### src/rtl/vga_timing_pkg.sv
`default_nettype none
// ============================================================================
// Module      : vga_timing_pkg
// Description : Default 640x480 timing constants, FSM encoding and helpers
//               shared by the VGA receive monitor.
// Revision    : 1.0 - initial release
// ============================================================================
package vga_timing_pkg;

    localparam int c_h_sync  = 96;
    localparam int c_h_bp    = 48;
    localparam int c_h_vis   = 640;
    localparam int c_h_total = 800;
    localparam int c_v_sync  = 2;
    localparam int c_v_bp    = 33;
    localparam int c_v_vis   = 480;
    localparam int c_v_total = 525;

    localparam int c_cnt_w   = 11;

    typedef enum logic [1:0] {
        ST_SEARCH  = 2'd0,
        ST_MEASURE = 2'd1,
        ST_LOCKED  = 2'd2
    } state_t;

    // Half-open interval test: lo <= val < hi
    function automatic logic in_span(input logic [c_cnt_w-1:0] val,
                                     input logic [c_cnt_w-1:0] lo,
                                     input logic [c_cnt_w-1:0] hi);
        return (val >= lo) && (val < hi);
    endfunction

endpackage
`default_nettype wire

### src/rtl/vga_axis_tracker.sv
`default_nettype none
// ============================================================================
// Module      : vga_axis_tracker
// Description : One timing axis: sync edge detect, position counter and
//               sync-low width measurement.
// Revision    : 1.0 - initial release
// ============================================================================
module vga_axis_tracker
    import vga_timing_pkg::*;
#(
    parameter int SYNC_WIDTH = 96
) (
    input  logic               clk,
    input  logic               rst,
    input  logic               i_sample,
    input  logic               i_sync,
    input  logic               i_step,
    output logic               o_fall,
    output logic               o_width_err,
    output logic [c_cnt_w-1:0] o_cnt,
    output logic [c_cnt_w-1:0] o_cnt_next
);

    localparam logic [c_cnt_w-1:0] c_width = c_cnt_w'(SYNC_WIDTH);

    logic               r_sync_prev;
    logic [c_cnt_w-1:0] r_cnt;
    logic [c_cnt_w-1:0] r_width;
    logic               w_rise;

    assign o_fall      = i_sample &  r_sync_prev & ~i_sync;
    assign w_rise      = i_sample & ~r_sync_prev &  i_sync;
    assign o_width_err = w_rise & (r_width != c_width);
    assign o_cnt       = r_cnt;

    always_comb begin
        o_cnt_next = r_cnt;
        if (o_fall) begin
            o_cnt_next = '0;
        end else if (i_step) begin
            o_cnt_next = r_cnt + 1'b1;
        end
    end

    // Width counts the falling sample as 1, then every step with sync still low
    always_ff @(posedge clk) begin
        if (rst) begin
            r_sync_prev <= 1'b1;
            r_cnt       <= '0;
            r_width     <= '0;
        end else if (i_sample) begin
            r_sync_prev <= i_sync;
            r_cnt       <= o_cnt_next;
            if (o_fall) begin
                r_width <= c_cnt_w'(1);
            end else if (i_step && !i_sync && (r_width != '1)) begin
                r_width <= r_width + 1'b1;
            end
        end
    end

endmodule
`default_nettype wire

### src/rtl/vga_rx_monitor.sv
`default_nettype none
// ============================================================================
// Module      : vga_rx_monitor
// Description : Locks onto an incoming VGA stream, recovers row/column of
//               visible pixels, checksums each frame and counts timing errors.
// Revision    : 1.0 - initial release
// ============================================================================
module vga_rx_monitor
    import vga_timing_pkg::*;
#(
    parameter int H_SYNC  = c_h_sync,
    parameter int H_BP    = c_h_bp,
    parameter int H_VIS   = c_h_vis,
    parameter int H_TOTAL = c_h_total,
    parameter int V_SYNC  = c_v_sync,
    parameter int V_BP    = c_v_bp,
    parameter int V_VIS   = c_v_vis,
    parameter int V_TOTAL = c_v_total
) (
    input  logic        clk,
    input  logic        reset,
    input  logic        pix_en,
    input  logic        hs,
    input  logic        vs,
    input  logic [2:0]  red,
    input  logic [2:0]  green,
    input  logic [1:0]  blue,
    output logic        locked,
    output logic        pixel_valid,
    output logic [10:0] row,
    output logic [10:0] column,
    output logic        frame_done,
    output logic [15:0] frame_sum,
    output logic [7:0]  err_count
);

    localparam logic [c_cnt_w-1:0] c_h_last  = c_cnt_w'(H_TOTAL - 1);
    localparam logic [c_cnt_w-1:0] c_v_last  = c_cnt_w'(V_TOTAL - 1);
    localparam logic [c_cnt_w-1:0] c_h_start = c_cnt_w'(H_SYNC + H_BP);
    localparam logic [c_cnt_w-1:0] c_h_end   = c_cnt_w'(H_SYNC + H_BP + H_VIS);
    localparam logic [c_cnt_w-1:0] c_v_start = c_cnt_w'(V_SYNC + V_BP);
    localparam logic [c_cnt_w-1:0] c_v_end   = c_cnt_w'(V_SYNC + V_BP + V_VIS);

    state_t             r_state, w_state_next;
    logic               r_meas_ok, w_meas_ok_next;
    logic               w_hs_fall, w_vs_fall, w_hs_width_err, w_vs_width_err;
    logic [c_cnt_w-1:0] r_hcnt, w_hcnt_next, r_vcnt, w_vcnt_next;
    logic               w_line_err, w_frame_err, w_timing_err;
    logic               w_is_locked, w_valid;
    logic [15:0]        r_sum, w_sum_next;
    logic               r_pixel_valid, r_frame_done;
    logic [c_cnt_w-1:0] r_row, r_column;
    logic [15:0]        r_frame_sum;
    logic [7:0]         r_err_count;

    vga_axis_tracker #(.SYNC_WIDTH(H_SYNC)) u_h_axis (
        .clk         (clk),
        .rst         (reset),
        .i_sample    (pix_en),
        .i_sync      (hs),
        .i_step      (pix_en),
        .o_fall      (w_hs_fall),
        .o_width_err (w_hs_width_err),
        .o_cnt       (r_hcnt),
        .o_cnt_next  (w_hcnt_next)
    );

    // Vertical axis advances one line per horizontal sync falling edge
    vga_axis_tracker #(.SYNC_WIDTH(V_SYNC)) u_v_axis (
        .clk         (clk),
        .rst         (reset),
        .i_sample    (pix_en),
        .i_sync      (vs),
        .i_step      (w_hs_fall),
        .o_fall      (w_vs_fall),
        .o_width_err (w_vs_width_err),
        .o_cnt       (r_vcnt),
        .o_cnt_next  (w_vcnt_next)
    );

    assign w_line_err   = w_hs_fall & (r_hcnt != c_h_last);
    assign w_frame_err  = w_vs_fall & (r_vcnt != c_v_last);
    assign w_timing_err = w_line_err | w_frame_err | w_hs_width_err | w_vs_width_err;
    assign w_is_locked  = (r_state == ST_LOCKED);
    assign w_valid      = w_is_locked
                        & in_span(w_hcnt_next, c_h_start, c_h_end)
                        & in_span(w_vcnt_next, c_v_start, c_v_end);
    assign w_sum_next   = r_sum + (w_valid ? {8'd0, red, green, blue} : 16'd0);

    always_comb begin
        w_state_next   = r_state;
        w_meas_ok_next = r_meas_ok;
        case (r_state)
            ST_SEARCH: begin
                if (w_vs_fall) begin
                    w_state_next   = ST_MEASURE;
                    w_meas_ok_next = 1'b1;
                end
            end
            ST_MEASURE: begin
                // The line closing the frame is judged on the same sample
                if (w_vs_fall) begin
                    if (r_meas_ok && !w_line_err && !w_frame_err) begin
                        w_state_next = ST_LOCKED;
                    end
                    w_meas_ok_next = 1'b1;
                end else if (w_line_err) begin
                    w_meas_ok_next = 1'b0;
                end
            end
            ST_LOCKED: begin
                if (w_timing_err) begin
                    w_state_next = ST_SEARCH;
                end
            end
            default: w_state_next = ST_SEARCH;
        endcase
    end

    always_ff @(posedge clk) begin
        if (reset) begin
            r_state   <= ST_SEARCH;
            r_meas_ok <= 1'b0;
        end else if (pix_en) begin
            r_state   <= w_state_next;
            r_meas_ok <= w_meas_ok_next;
        end
    end

    always_ff @(posedge clk) begin
        if (reset) begin
            r_sum         <= '0;
            r_frame_sum   <= '0;
            r_frame_done  <= 1'b0;
            r_pixel_valid <= 1'b0;
            r_row         <= '0;
            r_column      <= '0;
            r_err_count   <= '0;
        end else begin
            r_frame_done <= 1'b0;
            if (pix_en) begin
                r_pixel_valid <= w_valid;
                if (w_valid) begin
                    r_row    <= w_vcnt_next - c_v_start;
                    r_column <= w_hcnt_next - c_h_start;
                end
                if (w_is_locked && w_timing_err && (r_err_count != 8'hFF)) begin
                    r_err_count <= r_err_count + 8'd1;
                end
                if (w_vs_fall) begin
                    r_sum <= '0;
                    if (w_is_locked) begin
                        r_frame_sum  <= w_sum_next;
                        r_frame_done <= 1'b1;
                    end
                end else begin
                    r_sum <= w_sum_next;
                end
            end
        end
    end

    assign locked      = w_is_locked;
    assign pixel_valid = r_pixel_valid;
    assign row         = r_row;
    assign column      = r_column;
    assign frame_done  = r_frame_done;
    assign frame_sum   = r_frame_sum;
    assign err_count   = r_err_count;

endmodule
`default_nettype wire
### config.mk
export PLATFORM = sky130hd
export DESIGN_NAME = vga_rx_monitor
export DESIGN_NICKNAME = d
export VERILOG_FILES = /design/src/rtl/vga_timing_pkg.sv /design/src/rtl/vga_axis_tracker.sv /design/src/rtl/vga_rx_monitor.sv
export SDC_FILE = /design/constraint.sdc
export NUM_CORES = 1
export LEC_CHECK = 0
export BUFFER_PORTS_ARGS = -buffer_cell sky130_fd_sc_hd__buf_2
export CAP_MARGIN = 10
export CORE_MARGIN = 10
export CORE_UTILIZATION = 49
export CTS_BUF_LIST = sky130_fd_sc_hd__clkbuf_8
export DETAILED_ROUTE_END_ITERATION = 16
export PLACE_DENSITY = 0.71
export SLEW_MARGIN = 20
export SYNTH_ARGS = -nofsm -noshare
export SYNTH_HDL_FRONTEND = slang
export SYNTH_HIERARCHICAL = 1
export SYNTH_SLANG_ARGS = --single-unit
### constraint.sdc
create_clock -name clk -period 6.2 [get_ports clk]
set_input_delay 0.93 -clock clk [delete_from_list [all_inputs] [get_ports clk]]
set_output_delay 0.93 -clock clk [all_outputs]
set_load 0.03 [all_outputs]
==> impl.org <==
** Critical path
- Worst R2R Start :: u_h_axis/r_sync_prev
- Critical Path AT :: 5510 ps
- Tracing the worst setup path back leads to its startpoint at pix_en.
- The worst register-to-register path has a setup slack of 1300 ps.
- Crit-path max FO :: 26
- Kind of start point of the critical path :: input pin
- Worst reg2reg path endpoint :: r_sum[9]
- At the worst endpoint, the required time is 6540 ps.
- STA classifies the critical path endpoint as a flop.
- For the worst flop-to-flop path, the logic depth is 16.
- Worst Path Class, Setup :: input pin to flop
- In this run the worst setup path terminates at frame_sum[10].

** Global routing
- The first global-routing pass estimated 27.02 mm of wire.
- Largest net degree at the start of global routing :: 55
- The initial antenna violation count came to 0.
- GRT Residual Overflow :: 0
- Global routing consumed, over all layers together, 17.60% of the routing resources.
- Via count of the first global-routing pass :: 5470

** Die
- Width of the chip :: 135.8 um
- Core Area :: 0.01319 mm2
- The die covers 0.01845 mm2.
- Once the floorplan was initialized, standard cells occupied 49.83% of the core.
- Height of the chip :: 135.8 um
- 62 I/O pins were placed.
- In this run the core area contains 42 standard-cell rows.

** STA
- Final-layout worst hold slack :: 457.5 ps
- In the final timing run, aggregate negative setup slack is 0 ps.
- Total count of hold-check failures in the final report :: 0
- At the pin with the least slew margin, the transition time is 1065 ps.
- In the finished design, the share of the clock period the worst path needs comes to 83.37%.
- The worst pin sits at a relative slew slack of 28.41%.
- Setup repair after global routing left no endpoint under its margin.
- Across the routed clock network, the largest skew measured is 9.375 ps.
- Max-slew violations :: 0
- For this run, the top clock speed supported by timing is 0.1935 GHz.
- Counting I/O delays and the setup requirement, the final critical path takes 5169 ps.
- Setup-violating endpoint count in the final report :: 0

** Synth
- Number of enable flip-flop cells after synthesis :: 0
- Unique masters post-synth :: 83
- Dominant cells by area after synthesis :: sky130_fd_sc_hd__dfxtp_1 34%, sky130_fd_sc_hd__a21oi_1 5.2%, sky130_fd_sc_hd__nor2_1 4.1%
- Ranked by instance count, the synthesized netlist is headed by 113 x sky130_fd_sc_hd__dfxtp_1, 72 x sky130_fd_sc_hd__nor2_1, 68 x sky130_fd_sc_hd__a21oi_1, 67 x sky130_fd_sc_hd__nand2_1, 42 x sky130_fd_sc_hd__nand3_1.
- Post-synth net total :: 826
- Primary FF master, synth :: sky130_fd_sc_hd__dfxtp_1
- Each instance of the synthesized netlist takes up on average 8.278 um2.
- In this run the biggest area consumer among cell types represents 34.42% of the synthesized area.
- Of all flip-flops after synthesis, the portion carrying an async set or reset was 0%.
- Synth Warn # :: 6
- The largest total area in the synthesized netlist belongs to sky130_fd_sc_hd__dfxtp_1.
- Post-synthesis sequential area ratio :: 34.42%
- Synthesis inferred 113 register bits.
- sky130_fd_sc_hd__dfxtp_1 is the most common cell in the netlist.
- The synthesized netlist occupies a cell area of 0.006573 mm2.
- Synth Instances :: 794

** Job
- Maxcap violations :: 0

** CTS
- Post-CTS repair timing setup buffer count :: 0
- In this run the number of H-tree levels came out at 4.
- Clock latency on the worst-skew pair :: 430 ps
- For this design, the CTS-stage hold fixing added 0 buffers.
- CTS tree :: yes
- Clock-pin slew was measured on the worst setup and hold paths at 70 ps.
- Counting the buffers created by CTS gives 17.
- In this run, post-CTS repair resized a total of 0 instances.
- For this design, the sink count on the clock tree is 113.
- The clock passes through at most 2 buffers.
- CTS root buf :: sky130_fd_sc_hd__clkbuf_8

** Power
- The share of total power dissipated in sequential elements is 43.5%.
- Static Leak :: 0.002752 uW
- Switching power share of the total :: 21.82%
- Internal power comes to 1321 uW.
- VDD sags by at most 0.1143 mV.
- Clock group share of total power :: 51.8%
- Per report_power, the combinational group accounts for 4.7% of the total.
- Net switching power :: 368.5 uW
- Dividing total power by cell area gives a power density of 227.2 mW/mm2.

** Drt
- The final route contains 6067 vias.
- Iter 0 DRT Violations :: 422
- DRC violations left :: 0
- Antenna viol nets, final :: 0
- Detailed-router iteration count before antenna repair :: 5
- Dividing the detail-routed wire length by the instance count gives 15.96 um.
- Detailed Route WL :: 16.48 mm
- After detailed routing, the number of vias per cell comes to 5.879.

** Finish
- From synthesis to final layout, the design area changed by 13.10%.
- Core utilization of the finished layout :: 56.36%
- Layout cells sized above 1 :: 16.71%
- Multi-input gate area in the final layout :: 0.003961 mm2
- Final standard cell area without fillers :: 0.007433 mm2
- In the final layout, flip-flops and latches occupy 0.002262 mm2.
- Diodes inserted :: 0
- After the last flow step, the layout net total stands at 875.
- FILL cells :: 1226

** Min path
- Min-Delay Path Class :: flop to flop

** Placement
- At the end of routability-driven placement, the weighted congestion stood at 0.8759.
- HPWL after DPL :: 11.50 mm
- Port Buffer Count :: 61
- Summing all placed instances gives a cell area of 0.006928 mm2.

** Status
- Result of the run :: completed
## registers in the layout (all words and copies together) (netlist names), 8 cells and up
name / flops
u_h_axis/r_width: 11
column: 11
row: 11
r_sum: 16
u_h_axis/o_cnt: 11
err_count: 8
u_v_axis/r_width: 11
frame_sum: 16
u_v_axis/o_cnt: 11
## cells by family after synthesis
kind of cell             count (synthesis)  synth area share [%]
multiplexers                             3                0.4569
AND/OR/NAND/NOR                        334                 27.15
buffers and inverters                   68                 5.311
AO/OA/AOI/OAI                          214                 23.21
adder cells (fa/ha/maj)                 19                 3.731
XOR/XNOR                                43                 5.730
flip-flops                             113                 34.42
## how the worst min path moves through the flow
stage / startpoint / to / slack (ps) / depth (start not counted)
after floorplan: u_v_axis/r_width[5] / u_v_axis/r_width[5] / 440 / 2
after global placement: frame_sum[3] / frame_sum[3] / 440 / 2
after detailed placement: frame_sum[0] / frame_sum[0] / 450 / 2
after CTS: frame_sum[0] / frame_sum[0] / 460 / 2
after global routing: frame_sum[2] / frame_sum[2] / 470 / 2
final: frame_sum[0] / frame_sum[0] / 460 / 2
## power groups by stage
stage	Combinational (uW)	Clock, uW	Sequential, uW
2_1_floorplan	58.9	0	749
3_3_place_gp	77.4	0	751
3_5_place_dp	77.6	0	751
4_1_cts	77.9	890	735
5_1_grt	86.1	924	735
6_report	78.6	876	735
## layout by cell type, fill, tap and decap left out, types with 11 or more instances in the layout
cell type,count
sky130_fd_sc_hd__clkbuf_8,22
sky130_fd_sc_hd__and2_1,13
sky130_fd_sc_hd__o21ai_0,40
sky130_fd_sc_hd__nor3_1,21
sky130_fd_sc_hd__nor2_1,72
sky130_fd_sc_hd__nand3_1,42
sky130_fd_sc_hd__a31oi_1,13
sky130_fd_sc_hd__a21oi_1,68
sky130_fd_sc_hd__xor2_1,15
sky130_fd_sc_hd__buf_4,11
sky130_fd_sc_hd__dfxtp_1,113
sky130_fd_sc_hd__and3_1,15
sky130_fd_sc_hd__or3_1,22
sky130_fd_sc_hd__inv_1,24
sky130_fd_sc_hd__nand4_1,18
sky130_fd_sc_hd__nand3b_1,15
sky130_fd_sc_hd__buf_2,60
sky130_fd_sc_hd__nand2_1,67
sky130_fd_sc_hd__ha_1,18
sky130_fd_sc_hd__xnor2_1,28
## per-stage QoR
stage / worst slack [ps] / total power (uW) / std cells
after floorplan: 375.2 / 807.6 / 794
after global placement: 686.1 / 828.4 / 1000
after detailed placement: 597.3 / 828.7 / 1000
after CTS: 1046 / 1702 / 1032
after global routing: 689.1 / 1745 / 1032
final: 1031 / 1689 / 1032
## metal layers
metal | up-vias | GRT usage (%) | routed length, um
met4 | 0 | 6.459 | 282
met5 | - | 0 | 0
met1 | 2855 | 23.02 | 7698
li1 | 3046 | - | -
met2 | 149 | 27.27 | 7571
met3 | 17 | 4.539 | 922
## critical path, cell delays in order
cell and delay (ps):
sky130_fd_sc_hd__buf_2 90, sky130_fd_sc_hd__buf_4 280, sky130_fd_sc_hd__nand3b_2 190, sky130_fd_sc_hd__inv_1 410
sky130_fd_sc_hd__nor2_1 190, sky130_fd_sc_hd__ha_1 270, sky130_fd_sc_hd__or4_1 620, sky130_fd_sc_hd__o21ai_2 240
sky130_fd_sc_hd__a2111oi_4 160, sky130_fd_sc_hd__and2_1 210, sky130_fd_sc_hd__ha_1 200, sky130_fd_sc_hd__fa_1 420
sky130_fd_sc_hd__a21o_1 220, sky130_fd_sc_hd__a2111oi_2 510, sky130_fd_sc_hd__nor3_1 170, sky130_fd_sc_hd__xnor2_1 170
sky130_fd_sc_hd__a211oi_1 220
## cell type report
class,instances,area share [%]
clock buffers,22,4.073
inverters,27,1.363
flip-flops and latches,113,30.43
repair buffers,71,5.151
well taps,176,2.962
clock inverters,10,2.727
multi-input cells,613,53.29
Power figures use the tool's default switching activity.
